==> config.mk <==
export PLATFORM = sky130hd
export DESIGN_NAME = mem_ctrl_flat
export DESIGN_NICKNAME = d
export VERILOG_FILES = /design/src/rtl/mem_ctrl_pkg.sv /design/src/rtl/mem_ctrl_if.sv /design/src/rtl/mem_ctrl_wait_counter.sv /design/src/rtl/mem_ctrl.sv /design/src/flat_wrapper.sv
export SDC_FILE = /design/constraint.sdc
export NUM_CORES = 1
export LEC_CHECK = 0
export ABC_AREA = 0
export CAP_MARGIN = 20
export CORE_UTILIZATION = 28
export DETAILED_ROUTE_END_ITERATION = 12
export PLACE_DENSITY = 0.61
export SYNTH_ARGS = -nofsm -noshare
export SYNTH_HDL_FRONTEND = slang
export SYNTH_SLANG_ARGS = --single-unit
==> constraint.sdc <==
create_clock -name Clock -period 7 [get_ports Clock]
set_clock_uncertainty 0.1 [all_clocks]
set_input_delay 1.75 -clock Clock [delete_from_list [all_inputs] [get_ports Clock]]
set_output_delay 1.75 -clock Clock [all_outputs]
set_load 0.02 [all_outputs]
==> src/rtl/mem_ctrl_pkg.sv <==
// Shared types and default sizing for the memory-access sequencer and its bench.
package mem_pkg;

    typedef enum logic [1:0] {
        IDLE   = 2'd0,
        ACCESS = 2'd1,
        DONE   = 2'd2,
        ERR    = 2'd3
    } state_t;

    localparam int unsigned DEF_WIDTH   = 32;
    localparam int unsigned DEF_ADDR_W  = 9;
    localparam int unsigned DEF_TIMEOUT = 16;
    localparam int unsigned CNT_W       = 8;

    function automatic logic is_single_req(input logic rd, input logic wr);
        return rd ^ wr;
    endfunction

endpackage

==> src/rtl/mem_ctrl_if.sv <==
// Control-unit and RAM-side signal bundle of the memory sequencer.
interface mem_ctrl_if #(
    parameter int unsigned WIDTH  = mem_pkg::DEF_WIDTH,
    parameter int unsigned ADDR_W = mem_pkg::DEF_ADDR_W
);
    logic              Read;
    logic              Write;
    logic [WIDTH-1:0]  MAR;
    logic [WIDTH-1:0]  MDRdata;
    logic [WIDTH-1:0]  Mdatain;
    logic              MemBusy;
    logic              MemDone;
    logic              MemErr;
    logic [ADDR_W-1:0] mem_addr;
    logic [WIDTH-1:0]  mem_wdata;
    logic              mem_req;
    logic              mem_we;
    logic              mem_ack;
    logic [WIDTH-1:0]  mem_rdata;

    modport master (
        input  Read, Write, MAR, MDRdata, mem_ack, mem_rdata,
        output Mdatain, MemBusy, MemDone, MemErr,
               mem_addr, mem_wdata, mem_req, mem_we
    );

    modport slave (
        output Read, Write, MAR, MDRdata, mem_ack, mem_rdata,
        input  Mdatain, MemBusy, MemDone, MemErr,
               mem_addr, mem_wdata, mem_req, mem_we
    );
endinterface

==> src/rtl/mem_ctrl_wait_counter.sv <==
// Wait-state counter for an outstanding RAM access; flags the last allowed cycle.
module wait_counter
    import mem_pkg::*;
#(
    parameter int unsigned TIMEOUT = DEF_TIMEOUT
) (
    input  logic clk,
    input  logic rst,
    input  logic clr,
    input  logic en,
    output logic expired
);

    localparam logic [CNT_W-1:0] LAST = CNT_W'(TIMEOUT - 1);

    logic [CNT_W-1:0] count_r;

    // Count wait cycles, restarting whenever the sequencer is not in an access.
    always_ff @(posedge clk or posedge rst) begin
        if (rst) begin
            count_r <= {CNT_W{1'b0}};
        end else if (clr) begin
            count_r <= {CNT_W{1'b0}};
        end else if (en) begin
            count_r <= count_r + {{(CNT_W-1){1'b0}}, 1'b1};
        end else begin
            count_r <= count_r;
        end
    end

    assign expired = (count_r == LAST);

endmodule

==> src/rtl/mem_ctrl.sv <==
// Memory-access sequencer: latches a MAR/MDR request, runs req/ack with RAM, reports done or error.
module mem_ctrl
    import mem_pkg::*;
#(
    parameter int unsigned WIDTH   = DEF_WIDTH,
    parameter int unsigned ADDR_W  = DEF_ADDR_W,
    parameter int unsigned TIMEOUT = DEF_TIMEOUT
) (
    input  logic       Clock,
    input  logic       Reset,
    mem_ctrl_if.master bus
);

    state_t            state_r;
    logic [WIDTH-1:0]  mdatain_r;
    logic [ADDR_W-1:0] addr_r;
    logic [WIDTH-1:0]  wdata_r;
    logic              we_r;
    logic              cnt_clr_s;
    logic              cnt_en_s;
    logic              expired_s;
    logic              unused_mar_hi_s;

    // MAR bits above the RAM address width wrap silently.
    assign unused_mar_hi_s = ^bus.MAR[WIDTH-1:ADDR_W];

    assign cnt_clr_s = (state_r != ACCESS);
    assign cnt_en_s  = (state_r == ACCESS) && !bus.mem_ack;

    wait_counter #(
        .TIMEOUT (TIMEOUT)
    ) u_wait_counter (
        .clk     (Clock),
        .rst     (Reset),
        .clr     (cnt_clr_s),
        .en      (cnt_en_s),
        .expired (expired_s)
    );

    // Access sequencer: request latch, handshake, timeout and read-data capture.
    always_ff @(posedge Clock or posedge Reset) begin
        if (Reset) begin
            state_r   <= IDLE;
            mdatain_r <= {WIDTH{1'b0}};
            addr_r    <= {ADDR_W{1'b0}};
            wdata_r   <= {WIDTH{1'b0}};
            we_r      <= 1'b0;
        end else begin
            case (state_r)
                IDLE: begin
                    if (bus.Read && bus.Write) begin
                        state_r <= ERR;
                    end else if (is_single_req(bus.Read, bus.Write)) begin
                        addr_r  <= bus.MAR[ADDR_W-1:0];
                        wdata_r <= bus.MDRdata;
                        we_r    <= bus.Write;
                        state_r <= ACCESS;
                    end else begin
                        state_r <= IDLE;
                    end
                end
                ACCESS: begin
                    // An ack on the timeout cycle still completes the access.
                    if (bus.mem_ack) begin
                        if (!we_r) begin
                            mdatain_r <= bus.mem_rdata;
                        end else begin
                            mdatain_r <= mdatain_r;
                        end
                        state_r <= DONE;
                    end else if (expired_s) begin
                        state_r <= ERR;
                    end else begin
                        state_r <= ACCESS;
                    end
                end
                DONE:    state_r <= IDLE;
                ERR:     state_r <= IDLE;
                default: state_r <= IDLE;
            endcase
        end
    end

    assign bus.Mdatain   = mdatain_r;
    assign bus.mem_addr  = addr_r;
    assign bus.mem_wdata = wdata_r;
    assign bus.mem_we    = we_r;
    assign bus.mem_req   = (state_r == ACCESS);
    assign bus.MemBusy   = (state_r != IDLE);
    assign bus.MemDone   = (state_r == DONE);
    assign bus.MemErr    = (state_r == ERR);

endmodule
==> src/flat_wrapper.sv <==
// flat-port wrapper written by rule: the top's interface ports become plain ports
module mem_ctrl_flat import mem_pkg::*;
#(
    parameter int unsigned WIDTH   = DEF_WIDTH,
    parameter int unsigned ADDR_W  = DEF_ADDR_W,
    parameter int unsigned TIMEOUT = DEF_TIMEOUT
)
  (Clock, Reset, bus_Read, bus_Write, bus_MAR, bus_MDRdata, bus_mem_ack, bus_mem_rdata, bus_Mdatain, bus_MemBusy, bus_MemDone, bus_MemErr, bus_mem_addr, bus_mem_wdata, bus_mem_req, bus_mem_we);
  mem_ctrl_if #(.WIDTH(WIDTH), .ADDR_W(ADDR_W)) bus_i ();
  input  logic Clock;
  input  logic Reset;
  input wire logic [$bits(bus_i.Read)-1:0] bus_Read;
  input wire logic [$bits(bus_i.Write)-1:0] bus_Write;
  input wire logic [$bits(bus_i.MAR)-1:0] bus_MAR;
  input wire logic [$bits(bus_i.MDRdata)-1:0] bus_MDRdata;
  input wire logic [$bits(bus_i.mem_ack)-1:0] bus_mem_ack;
  input wire logic [$bits(bus_i.mem_rdata)-1:0] bus_mem_rdata;
  output wire logic [$bits(bus_i.Mdatain)-1:0] bus_Mdatain;
  output wire logic [$bits(bus_i.MemBusy)-1:0] bus_MemBusy;
  output wire logic [$bits(bus_i.MemDone)-1:0] bus_MemDone;
  output wire logic [$bits(bus_i.MemErr)-1:0] bus_MemErr;
  output wire logic [$bits(bus_i.mem_addr)-1:0] bus_mem_addr;
  output wire logic [$bits(bus_i.mem_wdata)-1:0] bus_mem_wdata;
  output wire logic [$bits(bus_i.mem_req)-1:0] bus_mem_req;
  output wire logic [$bits(bus_i.mem_we)-1:0] bus_mem_we;
  assign bus_i.Read = bus_Read;
  assign bus_i.Write = bus_Write;
  assign bus_i.MAR = bus_MAR;
  assign bus_i.MDRdata = bus_MDRdata;
  assign bus_i.mem_ack = bus_mem_ack;
  assign bus_i.mem_rdata = bus_mem_rdata;
  assign bus_Mdatain = bus_i.Mdatain;
  assign bus_MemBusy = bus_i.MemBusy;
  assign bus_MemDone = bus_i.MemDone;
  assign bus_MemErr = bus_i.MemErr;
  assign bus_mem_addr = bus_i.mem_addr;
  assign bus_mem_wdata = bus_i.mem_wdata;
  assign bus_mem_req = bus_i.mem_req;
  assign bus_mem_we = bus_i.mem_we;
  mem_ctrl #(.WIDTH(WIDTH), .ADDR_W(ADDR_W), .TIMEOUT(TIMEOUT)) u_core (.Clock(Clock), .Reset(Reset), .bus(bus_i));
endmodule
==> impl_metrics.toml, run 1 <==
[status]
status = "completed"

[sta]
worstMarginPinSlew_ns = 0.411
tns_ns = 0
drv_slew = 0
slew-limit-headroom = 0.726
fmax_mhz = 267
finalWorstSetupSlack_ns = 3.25
finalHoldViolCount = 0
min_period_ns = 3.75
rsz0062_at_grt = "false"
setup_viol = 0
finalCritPeriodShare = 0.535

[placement]
dp.cells = 506
dp_worst_setup_slack_ns = 3.16
port_buffers = 155
routabilityCongestion = 0.694
hpwlAfterDp_um = 5280

[routing]
drc = 0
final_antenna_net_count = 0
num_vias = 2328
finalWirelength_um = 7300
vias_per_cell = 4.45
drtIter0Drc = 76
firstDrtPassIters = 3
wl_per_cell_um = 14.0

[power]
p_leak_nw = 2.23
seq_power_share = 0.329
switching_share = 0.333
switching_power_mw = 0.842
ir_drop_mv = 0.206
pwr-share-comb = 0.469
total_power_mw = 2.53
p_clk_frac = 0.201
power_density_nw_per_um2 = 471
p_int_mw = 1.69

[clock_network]
h-tree-depth = 3
clock_sinks = 84
cts_resized = 0
cts-root-buf = "clkbuf_16"
path_clk_slew_ns = 0.06
cts_tree = "built"
clk_latency_ns = 0.33
cts_buffers = 9
postCtsSetupRepairBufs = 0
cts_buffer_depth = 2
cts_hold_buf = 0

[final_layout]
num-fill-cells = 1060
drive_above_1_share = 0.242
nets = 479
fin_cells = 523
final_util = 0.468
areaGrowthSynthToFinish_pct = 61.9
antenna_cells = 0

[critical_path]
max_stage_delay_ns = 0.62
r2r_end = "u_core.bus.Mdatain[12]"
cp_max_fo = 10
crit_chain = "nand2b_1 -> inv_1 -> clkdlybuf4s50_1"
rr_worst_depth = 4
crit_required_ns = 5.15
worst-path-buf-inv = 2
r2r_slack_ns = 5.00
arrival_ns = 1.90
crit_type = "flip-flop to output port"
cpLargestDelayFamily = "buffers and inverters"
worstSetupStartpointType = "flip-flop"
r2r_start = "u_core.state_r[1]"
startpoint = "u_core.state_r[1]"
critical_path.slowest_cell = "clkdlybuf4s50_1"
crit_path_end_kind = "output port"

[yosys]
synth_nets = 318
ys_seq_area_frac = 0.634
yosysWarnings = 0
synthCells = 214
ys.flop_type = "dfrtp_1"
synth_area_um2 = 3320
ys_seq_elements = 84
synthArstFlopShare = 1.00
synth_cell_types = 30
synth.avg_cell_area_um2 = 15.5
synth_edf_count = 0

[floorplan]
die_y_um = 111
row_count = 39
start_util = 0.289
die-area_um2 = 12300
die_w_um = 111
ios = 179
core_um2 = 11500

[global_route]
grt_pass1_wl_um = 12200
grt_pass1_vias = 2453
grt-ovfl-total = 0
antenna_found_initial = 0
grt.total_usage = 0.126
grt_max_degree = 85

[flow_run]
drv_cap = 0

[worst_hold_path]
hp-class = "flip-flop to flip-flop"
min_path_cells = 1
min_from = "u_core.bus.Mdatain[14]"
min_to = "u_core.bus.Mdatain[14]"
[worst max path at each step]
| stage | depth (start not counted) | to |
|---|---|---|
| CTS | 3 | bus_mem_req |
| floorplan | 1 | u_core.bus.Mdatain[0] |
| global placement | 6 | u_core.bus.mem_addr[7] |
| detailed placement | 7 | u_core.bus.mem_addr[2] |
| finish | 3 | bus_mem_req |
| global route | 3 | bus_mem_req |
[stage by stage]
step                hold WS, ns  cell area (µm²)
finish                    0.390             5370
global route              0.402             5370
CTS                       0.393             5340
detailed placement        0.378             5020
global placement          0.371             5000
floorplan                 0.359             3320
[cells by family (layout without fill, tap and decap cells)]
group           Yosys count  after routing  synth area share
buf+inv                  14            180            0.0275
xor+xnor                  3              3           0.00792
compound gates            9              9            0.0166
simple gates             26             26            0.0487
mux                      75             75             0.254
fa+ha+maj                 3              3            0.0113
flops                    84             84             0.634
[power groups by stage]
stage                     clock (mW)  combinational, mW  sequential, mW
after floorplan                    0              0.357            1.11
after global placement             0               1.19           0.831
after detailed placement           0               1.20           0.844
after CTS                      0.530               1.21           0.838
after global routing           0.551               1.26           0.867
final                          0.509               1.19           0.834
[layout make-up]
type	count	area, µm²	area share
inverters	5	20.0	0.00373
clock inverters	6	87.6	0.0163
flip-flops and latches	84	2100	0.391
well taps	143	179	0.0333
multi-input cells	116	1130	0.210
repair buffers	159	1610	0.301
clock buffers	10	239	0.0445
[cell usage after synthesis, types with 2 or more instances]
library cell | count | area (µm²)
a211oi_1 | 2 | 15.0
a21oi_1 | 3 | 15.0
buf_4 | 4 | 30.0
buf_6 | 3 | 33.8
dfrtp_1 | 84 | 2100
ha_1 | 3 | 37.5
inv_1 | 5 | 18.8
mux2_1 | 6 | 67.6
mux2_2 | 68 | 766
nand2_1 | 4 | 15.0
nand2b_1 | 2 | 12.5
nand4_1 | 2 | 12.5
nor2_1 | 5 | 18.8
o211ai_1 | 2 | 15.0
o21ai_0 | 2 | 10.0
or3_1 | 2 | 12.5
or4_1 | 2 | 15.0
xor2_1 | 3 | 26.3
[state kept, by name, summed over array words and instances (netlist names)]
signal and count:
u_core.bus.Mdatain 32, u_core.bus.mem_wdata 32, u_core.bus.mem_addr 9, u_core.u_wait_counter.count_r 8
u_core.state_r 2, u_core.bus.mem_we 1
[per-layer routing]
layer	routed length [µm]	track usage
met4	160	0.0587
met3	635	0.0536
met2	3530	0.198
met5	0	0
met1	2970	0.148
[layout by cell type, fill, tap and decap left out, types with 2 or more instances in the layout]
cell | netlist | final
clkinv_2 | 0 | 3
clkdlybuf4s50_1 | 0 | 155
inv_1 | 5 | 4
xor2_1 | 3 | 3
clkbuf_16 | 0 | 9
clkinv_4 | 0 | 2
dfrtp_1 | 84 | 84
or3_1 | 2 | 2
o21ai_0 | 2 | 2
ha_1 | 3 | 3
or4_1 | 2 | 2
nand2_1 | 4 | 4
a211oi_1 | 2 | 2
nand2b_1 | 2 | 2
a21oi_1 | 3 | 3
o211ai_1 | 2 | 2
mux2_2 | 68 | 68
buf_4 | 4 | 2
bufinv_16 | 0 | 2
nor2_1 | 5 | 5
mux2_1 | 6 | 6
nand4_1 | 2 | 2
Note: power is estimated with default switching activity, not from simulation.
==> run 2, diff against run 1 <==
==> constraint.sdc (replaced) <==
create_clock -name Clock -period 3.83 [get_ports Clock]
set_clock_uncertainty 0.1 [all_clocks]
set_input_delay 0.9575 -clock Clock [delete_from_list [all_inputs] [get_ports Clock]]
set_output_delay 0.9575 -clock Clock [all_outputs]
set_load 0.02 [all_outputs]
==> impl_metrics.toml, run 2 (synthesis results as in run 1) <==
[routing]
num_vias = 2309
drtIter0Drc = 41
drc = 0
firstDrtPassIters = 2
wl_per_cell_um = 14.1
vias_per_cell = 4.41
finalWirelength_um = 7380
final_antenna_net_count = 0

[global_route]
grt_use_met1 = 0.154
grtUsageMet2 = 0.212
grt_max_degree = 44
grt.total_usage = 0.130
busiest_layer = "met2"
antenna_found_initial = 0
grt-ovfl-total = 0
grt_use_met3 = 0.0421
grt_pass1_vias = 2545
grt_pass1_wl_um = 12600

[floorplan]
row_count = 39
die-area_um2 = 12300
ios = 179
start_util = 0.289
die_w_um = 111
core_um2 = 11500
die_y_um = 111

[final_layout]
nets = 479
drive_above_1_share = 0.242
layout_common_cells = "155 x clkdlybuf4s50_1, 84 x dfrtp_1, 68 x mux2_2"
areaGrowthSynthToFinish_pct = 61.2
num-fill-cells = 1078
final_common_cell = "clkdlybuf4s50_1"
antenna_cells = 0

[sta]
fmax_mhz = 339
drv_slew = 0
holdWs_ns = 0.383
setup_viol = 0
min_period_ns = 2.95
finalHoldViolCount = 0
finalCritPeriodShare = 0.771
slew-limit-headroom = 0.491
tns_ns = 0
rsz0062_at_grt = "false"
worstMarginPinSlew_ns = 0.763

[clock_network]
cts_buffer_depth = 2
clk_latency_ns = 0.33
cts_tree = "built"
postCtsSetupRepairBufs = 0
cts_buffers = 9
h-tree-depth = 3
clock_sinks = 84
path_clk_slew_ns = 0.06
cts_resized = 0
cts-root-buf = "clkbuf_16"
cts_hold_buf = 0

[power]
ir_drop_mv = 0.372
power_density_nw_per_um2 = 864
total_power_mw = 4.62
p_leak_nw = 2.21

[placement]
routabilityCongestion = 0.705
port_buffers = 155
hpwlAfterDp_um = 5350

[critical_path]
r2r_slack_ns = 1.82
crit_required_ns = 2.77
worstSetupStartpointType = "flip-flop"
max_stage_delay_ns = 0.62
arrival_ns = 1.90
crit_path_end_kind = "output port"
crit_type = "flip-flop to output port"
critical_path.slowest_cell = "clkdlybuf4s50_1"
cp_max_fo = 10
crit_chain = "nand2b_1 -> inv_1 -> clkdlybuf4s50_1"

[status]
status = "completed"

[worst_hold_path]
hp-class = "flip-flop to flip-flop"

[flow_run]
drv_cap = 0
[run 2: final cells by class]
type                            instances  area (µm²)  share of cell area
Sequential cell                        84        2100               0.393
Timing Repair Buffer                  159        1590               0.298
Multi-Input combinational cell        116        1130               0.211
Clock buffer                            9         225              0.0421
Tap cell                              143         179              0.0335
Clock inverter                          7        98.8              0.0185
Inverter                                5        20.0             0.00374
[run 2: worst max-delay path: cells and delay by family (launching register included)]
kind | cells | cell delay [ns]
buffers and inverters | 2 | 0.81
DFF | 1 | 0.42
and+or+nand+nor | 1 | 0.34
[run 2: where the power goes]
group,internal (mW),switching (mW),leakage [nW]
combinational,1.18,0.982,1.05
clock,0.575,0.353,0.156
sequential,1.31,0.219,1.01
[run 2: layer usage]
metal	wire length (µm)	vias up
met1	3130	1132
met4	133	0
met5	0	-
met3	557	10
li1	-	1075
met2	3550	92
[run 2: final timing paths]
path / start / cells after the start / end
setup / recovery: u_core.state_r[1] / 3 / bus_mem_req
hold / removal: u_core.bus.Mdatain[13] / 1 / u_core.bus.Mdatain[13]
setup reg to reg: u_core.state_r[1] / 4 / u_core.bus.Mdatain[30]
hold reg to reg: u_core.bus.Mdatain[13] / 1 / u_core.bus.Mdatain[13]
max in group asynchronous: Reset / 3 / u_core.bus.Mdatain[23]
min in group asynchronous: Reset / 2 / u_core.u_wait_counter.count_r[6]
[run 2: stage by stage]
step,area [µm²],setup slack (ns),util,cells
CTS,5350,0.817,0.466,523
global placement,5020,0.941,0.438,507
detailed placement,5020,0.888,0.438,507
finish,5350,0.876,0.466,523
global route,5350,0.760,0.466,523
floorplan,3320,0.607,-,214
